<file path="src/rtl/atm_pkg.sv">
// Shared types for the account store: op and status codes, the account entry record and the
// command FSM state. Field widths are fixed here so every file sees the same entry layout.
package atm_pkg;

  localparam int unsigned PIN_W     = 16;
  localparam int unsigned BAL_W     = 16;  // unsigned Q14.2
  localparam int unsigned MAX_TRIES = 3;   // consecutive wrong PINs before lock, >= 1
  localparam int unsigned TRY_W     = $clog2(MAX_TRIES + 1);

  typedef enum logic [2:0] {
    OpRead   = 3'd0,
    OpVerify = 3'd1,
    OpDebit  = 3'd2,
    OpCredit = 3'd3,
    OpCreate = 3'd4,
    OpSetPin = 3'd5,
    OpUnlock = 3'd6,
    OpClose  = 3'd7
  } op_e;

  typedef enum logic [2:0] {
    StatOk           = 3'd0,
    StatBadPin       = 3'd1,
    StatLocked       = 3'd2,
    StatInsufficient = 3'd3,
    StatOverflow     = 3'd4,
    StatInvalidAcct  = 3'd5,
    StatBadAddr      = 3'd6,
    StatReserved     = 3'd7
  } status_e;

  typedef struct packed {
    logic             valid;
    logic             locked;
    logic [TRY_W-1:0] tries;
    logic [PIN_W-1:0] pin;
    logic [BAL_W-1:0] balance;
  } account_entry_t;

  typedef enum logic [1:0] {
    StIdle = 2'd0,
    StExec = 2'd1,
    StResp = 2'd2
  } state_e;

endpackage

</file>
<file path="src/rtl/account_store_if.sv">
// Command/response handshake between the ATM controller and the account store.
//   req_valid/req_ready : command handshake; op, addr, pin and amount qualify it
//   rsp_valid/rsp_ready : response handshake; status, balance and tries_left qualify it
// Modports: master = controller side, slave = account store side.
interface account_store_if
  import atm_pkg::*;
#(
  parameter int unsigned ADDR_W = 4
);

  logic              req_valid;
  logic              req_ready;
  logic [2:0]        req_op;
  logic [ADDR_W-1:0] req_addr;
  logic [PIN_W-1:0]  req_pin;
  logic [BAL_W-1:0]  req_amount;
  logic              rsp_valid;
  logic              rsp_ready;
  logic [2:0]        rsp_status;
  logic [BAL_W-1:0]  rsp_balance;
  logic [TRY_W-1:0]  rsp_tries_left;

  modport master (
    output req_valid, req_op, req_addr, req_pin, req_amount, rsp_ready,
    input  req_ready, rsp_valid, rsp_status, rsp_balance, rsp_tries_left
  );

  modport slave (
    input  req_valid, req_op, req_addr, req_pin, req_amount, rsp_ready,
    output req_ready, rsp_valid, rsp_status, rsp_balance, rsp_tries_left
  );

endinterface

</file>
<file path="src/rtl/account_alu.sv">
// Combinational evaluation of one command against one account entry.
//   op, entry, pin, amount : the captured command and the addressed entry
//   new_entry              : entry contents after the command (equals entry when nothing changes)
//   write_en               : entry must be written back
//   status                 : result code
// Address range checking is done by the caller; this block assumes the address is in range.
module account_alu
  import atm_pkg::*;
(
  input  op_e              op,
  input  account_entry_t   entry,
  input  logic [PIN_W-1:0] pin,
  input  logic [BAL_W-1:0] amount,
  output account_entry_t   new_entry,
  output logic             write_en,
  output status_e          status
);

  logic [BAL_W:0]   sum;
  logic [TRY_W-1:0] tries_inc;

  always_comb begin
    new_entry = entry;
    write_en  = 1'b0;
    status    = StatOk;
    sum       = {1'b0, entry.balance} + {1'b0, amount};
    tries_inc = entry.tries + 1'b1;

    if (!entry.valid && (op != OpCreate)) begin
      status = StatInvalidAcct;
    end else if (entry.locked && (op inside {OpVerify, OpDebit, OpCredit, OpSetPin})) begin
      status = StatLocked;
    end else begin
      unique case (op)
        OpRead: status = StatOk;
        OpVerify: begin
          write_en = 1'b1;
          if (pin == entry.pin) begin
            new_entry.tries = '0;
          end else begin
            new_entry.tries = tries_inc;
            // The wrong PIN that exhausts the tries locks the account in the same write.
            if (tries_inc == TRY_W'(MAX_TRIES)) begin
              new_entry.locked = 1'b1;
              status           = StatLocked;
            end else begin
              status = StatBadPin;
            end
          end
        end
        OpDebit: begin
          if (amount > entry.balance) begin
            status = StatInsufficient;
          end else begin
            write_en          = 1'b1;
            new_entry.balance = entry.balance - amount;
          end
        end
        OpCredit: begin
          if (sum[BAL_W]) begin
            status = StatOverflow;
          end else begin
            write_en          = 1'b1;
            new_entry.balance = sum[BAL_W-1:0];
          end
        end
        OpCreate: begin
          write_en          = 1'b1;
          new_entry.valid   = 1'b1;
          new_entry.locked  = 1'b0;
          new_entry.tries   = '0;
          new_entry.pin     = pin;
          new_entry.balance = amount;
        end
        OpSetPin: begin
          write_en        = 1'b1;
          new_entry.pin   = pin;
          new_entry.tries = '0;
        end
        OpUnlock: begin
          write_en         = 1'b1;
          new_entry.locked = 1'b0;
          new_entry.tries  = '0;
        end
        OpClose: begin
          write_en          = 1'b1;
          new_entry.valid   = 1'b0;
          new_entry.locked  = 1'b0;
          new_entry.tries   = '0;
          new_entry.balance = '0;
        end
      endcase
    end
  end

endmodule

</file>
<file path="src/rtl/account_store.sv">
// N-entry account table behind a command/response handshake. One command at a time:
// IDLE captures the command, EXEC evaluates it and performs at most one table write,
// RESP presents the registered response until it is consumed.
//   clk : clock, rising edge
//   RST : asynchronous active-low reset; clears the table and drops any in-flight command
//   bus : account_store_if slave (command and response handshakes)
module account_store
  import atm_pkg::*;
#(
  parameter int unsigned NUM_ACCOUNTS = 16,
  parameter int unsigned ADDR_W       = (NUM_ACCOUNTS > 1) ? $clog2(NUM_ACCOUNTS) : 1
) (
  input logic              clk,
  input logic              RST,
  account_store_if.slave   bus
);

  localparam int unsigned IDX_W = (NUM_ACCOUNTS > 1) ? $clog2(NUM_ACCOUNTS) : 1;

  state_e            state_q, state_d;
  op_e               op_q;
  logic [ADDR_W-1:0] addr_q;
  logic [PIN_W-1:0]  pin_q;
  logic [BAL_W-1:0]  amount_q;

  account_entry_t    table_q [NUM_ACCOUNTS];

  logic              bad_addr;
  logic [IDX_W-1:0]  idx;
  account_entry_t    cur_entry;
  account_entry_t    new_entry;
  logic              write_en;
  status_e           alu_status;

  status_e           rsp_status_q;
  logic [BAL_W-1:0]  rsp_balance_q;
  logic [TRY_W-1:0]  rsp_tries_q;

  logic              accept;

  // Widened compare so the range check also works when ADDR_W exceeds the index width.
  assign bad_addr  = 32'(addr_q) >= NUM_ACCOUNTS;
  assign idx       = addr_q[IDX_W-1:0];
  assign cur_entry = table_q[idx];
  assign accept    = (state_q == StIdle) && bus.req_valid;

  account_alu u_alu (
    .op        (op_q),
    .entry     (cur_entry),
    .pin       (pin_q),
    .amount    (amount_q),
    .new_entry (new_entry),
    .write_en  (write_en),
    .status    (alu_status)
  );

  always_comb begin
    state_d = state_q;
    unique case (state_q)
      StIdle:  if (bus.req_valid) state_d = StExec;
      StExec:  state_d = StResp;
      StResp:  if (bus.rsp_ready) state_d = StIdle;
      default: state_d = StIdle;
    endcase
  end

  always_ff @(posedge clk or negedge RST) begin
    if (!RST) begin
      state_q <= StIdle;
    end else begin
      state_q <= state_d;
    end
  end

  always_ff @(posedge clk or negedge RST) begin
    if (!RST) begin
      op_q     <= OpRead;
      addr_q   <= '0;
      pin_q    <= '0;
      amount_q <= '0;
    end else if (accept) begin
      op_q     <= op_e'(bus.req_op);
      addr_q   <= bus.req_addr;
      pin_q    <= bus.req_pin;
      amount_q <= bus.req_amount;
    end
  end

  always_ff @(posedge clk or negedge RST) begin
    if (!RST) begin
      for (int i = 0; i < int'(NUM_ACCOUNTS); i++) begin
        table_q[i] <= '0;
      end
    end else if ((state_q == StExec) && !bad_addr && write_en) begin
      table_q[idx] <= new_entry;
    end
  end

  // new_entry mirrors the stored entry when nothing is written, so it always gives the
  // post-operation view for the response.
  always_ff @(posedge clk or negedge RST) begin
    if (!RST) begin
      rsp_status_q  <= StatOk;
      rsp_balance_q <= '0;
      rsp_tries_q   <= '0;
    end else if (state_q == StExec) begin
      if (bad_addr) begin
        rsp_status_q  <= StatBadAddr;
        rsp_balance_q <= '0;
        rsp_tries_q   <= '0;
      end else begin
        rsp_status_q  <= alu_status;
        rsp_balance_q <= new_entry.balance;
        rsp_tries_q   <= TRY_W'(MAX_TRIES) - new_entry.tries;
      end
    end
  end

  assign bus.req_ready      = (state_q == StIdle);
  assign bus.rsp_valid      = (state_q == StResp);
  assign bus.rsp_status     = rsp_status_q;
  assign bus.rsp_balance    = rsp_balance_q;
  assign bus.rsp_tries_left = rsp_tries_q;

endmodule

</file>
<file path="src/flat_wrapper.sv">
// flat-port wrapper written by rule: the top's interface ports become plain ports
module account_store_flat import atm_pkg::*;
#(
  parameter int unsigned NUM_ACCOUNTS = 16,
  parameter int unsigned ADDR_W       = (NUM_ACCOUNTS > 1) ? $clog2(NUM_ACCOUNTS) : 1
)
  (clk, RST, bus_req_valid, bus_req_op, bus_req_addr, bus_req_pin, bus_req_amount, bus_rsp_ready, bus_req_ready, bus_rsp_valid, bus_rsp_status, bus_rsp_balance, bus_rsp_tries_left);
  account_store_if #(.ADDR_W(ADDR_W)) bus_i ();
  input logic clk;
  input logic RST;
  input wire logic [$bits(bus_i.req_valid)-1:0] bus_req_valid;
  input wire logic [$bits(bus_i.req_op)-1:0] bus_req_op;
  input wire logic [$bits(bus_i.req_addr)-1:0] bus_req_addr;
  input wire logic [$bits(bus_i.req_pin)-1:0] bus_req_pin;
  input wire logic [$bits(bus_i.req_amount)-1:0] bus_req_amount;
  input wire logic [$bits(bus_i.rsp_ready)-1:0] bus_rsp_ready;
  output wire logic [$bits(bus_i.req_ready)-1:0] bus_req_ready;
  output wire logic [$bits(bus_i.rsp_valid)-1:0] bus_rsp_valid;
  output wire logic [$bits(bus_i.rsp_status)-1:0] bus_rsp_status;
  output wire logic [$bits(bus_i.rsp_balance)-1:0] bus_rsp_balance;
  output wire logic [$bits(bus_i.rsp_tries_left)-1:0] bus_rsp_tries_left;
  assign bus_i.req_valid = bus_req_valid;
  assign bus_i.req_op = bus_req_op;
  assign bus_i.req_addr = bus_req_addr;
  assign bus_i.req_pin = bus_req_pin;
  assign bus_i.req_amount = bus_req_amount;
  assign bus_i.rsp_ready = bus_rsp_ready;
  assign bus_req_ready = bus_i.req_ready;
  assign bus_rsp_valid = bus_i.rsp_valid;
  assign bus_rsp_status = bus_i.rsp_status;
  assign bus_rsp_balance = bus_i.rsp_balance;
  assign bus_rsp_tries_left = bus_i.rsp_tries_left;
  account_store #(.NUM_ACCOUNTS(NUM_ACCOUNTS), .ADDR_W(ADDR_W)) u_core (.clk(clk), .RST(RST), .bus(bus_i));
endmodule
</file>
<file path="config.mk">
export PLATFORM = sky130hd
export DESIGN_NAME = account_store_flat
export DESIGN_NICKNAME = d
export VERILOG_FILES = /design/src/rtl/atm_pkg.sv /design/src/rtl/account_store_if.sv /design/src/rtl/account_alu.sv /design/src/rtl/account_store.sv /design/src/flat_wrapper.sv
export SDC_FILE = /design/constraint.sdc
export NUM_CORES = 1
export LEC_CHECK = 0
export ABC_AREA = 1
export CAP_MARGIN = 10
export CORE_MARGIN = 5
export CORE_UTILIZATION = 35
export CTS_CLUSTER_SIZE = 10
export DETAILED_ROUTE_END_ITERATION = 16
export HOLD_SLACK_MARGIN = 0.1
export PLACE_DENSITY_LB_ADDON = 0.2
export SLEW_MARGIN = 20
export SYNTH_ARGS = -nofsm -noshare
export SYNTH_HDL_FRONTEND = slang
export SYNTH_SLANG_ARGS = --single-unit
</file>
<file path="constraint.sdc">
create_clock -name clk -period 5.7 [get_ports clk]
set_clock_uncertainty 0.15 [all_clocks]
set_input_delay 0.855 -clock clk [delete_from_list [all_inputs] [get_ports clk]]
set_output_delay 0.855 -clock clk [all_outputs]
set_load 0.01 [all_outputs]
</file>
==> flow_summary.toml <==
[sta]
worst_slew_pin_slew_ns = 1.005
setup_tns_ns = 0
max_freq_mhz = 186.9
period_share_pct = 93.84
report.final.slew_viol_count = 0
finalHoldViolations = 0
rsz0062_at_grt = "false"
slew_headroom_pct = 33.01
fin_crit_ns = 5.349
finalSetupViolations = 0

[yosys]
synth.distinct_cells = 46
synth_nets = 4342
syn_inst = 4262
ys_async_sr_fraction_pct = 100.0
avgSynthCellArea_um2 = 7.532
ys_top_cells_by_count = "nand2_1, dfrtp_1, o21ai_0"
yosysMostFrequentCell = "nand2_1"
yosysTopAreaCellShare_pct = 49.73
synth_flop_cell = "dfrtp_1"
ys_ff_latch = 638
syn_area_mm2 = 0.03210
synth-seq-area-share_pct = 49.73
synthTopCellsByArea = "dfrtp_1, nand2_1, o21ai_0"
synth_warnings = 0
synth_edf_count = 0
yosysTopAreaCell = "dfrtp_1"

[route]
ant_nets = 0
viasPerCell = 5.105
dr.pass1.iters = 5
drt_iter0_drc = 2974
wirelength_um = 114200
drc = 0
vias = 27970
wire_per_inst_um = 20.85

[clock_tree]
cts_tree = "done"
path_clk_slew_ns = 0.06
cts-buffers-inserted = 75
cts_root_buf = "clkbuf_16"
insertion_delay_ns = 0.62
clockBufferDepth = 3
cts.sinks = 638
cts_htree_levels = 3

[min_path]
min_path_cells = 2
hp-class = "reg -> reg"
worstHoldStart = "u_core.table_q[351]"
min_to = "u_core.table_q[351]"

[setup_path]
r2r_setup_slack_ns = 0.35
worst_ep_required_time_ns = 6.02
cp-end-kind = "flop"
worst_r2r_endpoint = "u_core.table_q[467]"
start_kind = "flop"
arrival_ns = 5.67
critPathMaxFanout = 45
critPathKind = "reg -> reg"
r2r_start = "u_core.addr_q[0]"
reg2regPathDepth = 20

[global_route]
grt_overflow_total = 0
grt_max_degree = 118
grt_pass1_wl_um = 172500
grt_pass1_vias = 27080
track_usage_pct = 22.62
antenna_found_initial = 0

[status]
outcome = "completed"

[layout]
drive_gt1_share_pct = 6.827
layoutNonFillerInstCount = 5478
fin_nets = 4350
diodes = 0
area_delta_synth_final_pct = 13.24
nFillCells = 9492

[placement]
port-buffer-count = 65
dp.cells = 5373
place_hpwl_um = 68710
gp_congestion = 0.8841

[floorplan]
placementRows = 111
ios = 66
start_util_pct = 35.13
die_h_um = 312.8
die_w_um = 312.8
core_mm2 = 0.09139
die_area_mm2 = 0.09787

[power_and_ir_drop]
powerDensity_mw_per_mm2 = 351.9
irDropWorstVdd_v = 0.0003206
p_leak_uw = 0.01881

[job]
drv_cap = 0
## where the power goes
group | switching [uW] | internal (uW) | leakage [uW]
Sequential | 180 | 4750 | 0.00883
Clock | 1900 | 2500 | 0.00102
Combinational | 2650 | 815 | 0.00896
## stage by stage
stage | area [um^2] | total power [uW] | util (%) | setup slack (ns) | hold WS [ns]
6_report | 36350 | 12790 | 39.78 | 0.3509 | 0.3282
3_5_place_dp | 34200 | 8407 | 37.43 | 0.2417 | 0.3155
3_3_place_gp | 34200 | 8416 | 37.43 | 0.3066 | 0.3123
2_1_floorplan | 32100 | 6906 | - | 1.449 | 0.2992
5_1_grt | 36350 | 13320 | 39.78 | 0.1104 | 0.3417
4_1_cts | 36310 | 12840 | 39.73 | 0.1905 | 0.3306
## critical path, cell delays in order, from the launching register on
cell and delay [ns]:
dfrtp_4 0.52, nand2_1 0.11, inv_2 0.08, buf_12 0.18, a22oi_1 0.31, a21boi_0 0.13
or4_1 0.73, ha_1 0.39, inv_1 0.15, nand2_1 0.13, nor4_1 0.38, nor2_1 0.13
nand3_2 0.11, nand3_1 0.15, nand2_4 0.30, buf_12 0.23, buf_4 0.19, nor2_4 0.05
clkinv_1 0.05, buf_4 0.47, o21ai_0 0.15
## what timing repair did
item,in CTS,in global routing
setup buffers,0,1
hold buffers,1,0
endpoints found under the setup margin,0,38
resized for setup,0,1
hold endpoints to repair,51,0
## metal layers
metal | GRT usage (%) | wire (um) | part of all wire [%] | up-vias
li1 | - | - | - | 13340
met1 | 33.01 | 52350 | 46 | 13450
met2 | 35.68 | 51220 | 45 | 1002
met3 | 3.160 | 7770 | 6.8 | 170
met4 | 5.705 | 2858 | 2.5 | 0
met5 | 0 | 0 | 0 | -
## area by class of cell
class                   instances  area, um^2  area share [%]
inverters                     269        1010           2.778
clock buffers                  93        2007           5.521
flip-flops and latches        638       15970           43.93
repair buffers                188        1869           5.142
well taps                    1186        1484           4.082
multi-input cells            3098       13920           38.30
clock inverters                 6       88.84          0.2444
## registers in the layout, summed over array words and instances (netlist names)
| signal | count |
|---|---|
| u_core.addr_q | 4 |
| u_core.amount_q | 16 |
| u_core.bus.rsp_balance | 16 |
| u_core.bus.rsp_status | 3 |
| u_core.bus.rsp_tries_left | 2 |
| u_core.op_q | 3 |
| u_core.pin_q | 16 |
| u_core.state_q | 2 |
| u_core.table_q | 576 |
## placed cells by master, fill, tap and decap left out, types with 10 or more instances in the layout
cell type,instances
nand2_1,2176
dfrtp_1,636
o21ai_0,277
inv_1,254
a22oi_1,149
nor2_1,119
buf_4,99
nand3_1,94
clkbuf_16,77
clkdlybuf4s50_1,64
a21oi_1,59
ha_1,35
o21ai_1,26
buf_12,23
nor2_4,19
xor2_1,16
clkbuf_1,14
inv_2,13
nand2_2,13
a21boi_0,12
a2111o_1,10
o21ai_2,10
## how the worst max path moves through the flow
stage / startpoint / endpoint / slack, ns / depth (start not counted)
2_1_floorplan: u_core.addr_q[0] / u_core.table_q[288] / 1.45 / 28
5_1_grt: u_core.addr_q[0] / u_core.table_q[377] / 0.11 / 23
4_1_cts: u_core.addr_q[0] / u_core.table_q[559] / 0.19 / 20
6_report: u_core.addr_q[0] / u_core.table_q[467] / 0.35 / 20
3_5_place_dp: u_core.addr_q[0] / u_core.table_q[559] / 0.24 / 20
3_3_place_gp: u_core.addr_q[0] / u_core.table_q[215] / 0.31 / 23
## logic make-up after synthesis
kind of cell | Yosys count | synth area share, %
buffers and inverters | 530 | 7.273
AOI/OAI and AO/OA | 588 | 11.16
DFF | 638 | 49.73
adders and majority gates | 37 | 1.489
xor gates and xnor gates | 18 | 0.4911
and+or+nand+nor | 2451 | 29.85
Power figures use the tool's default switching activity.
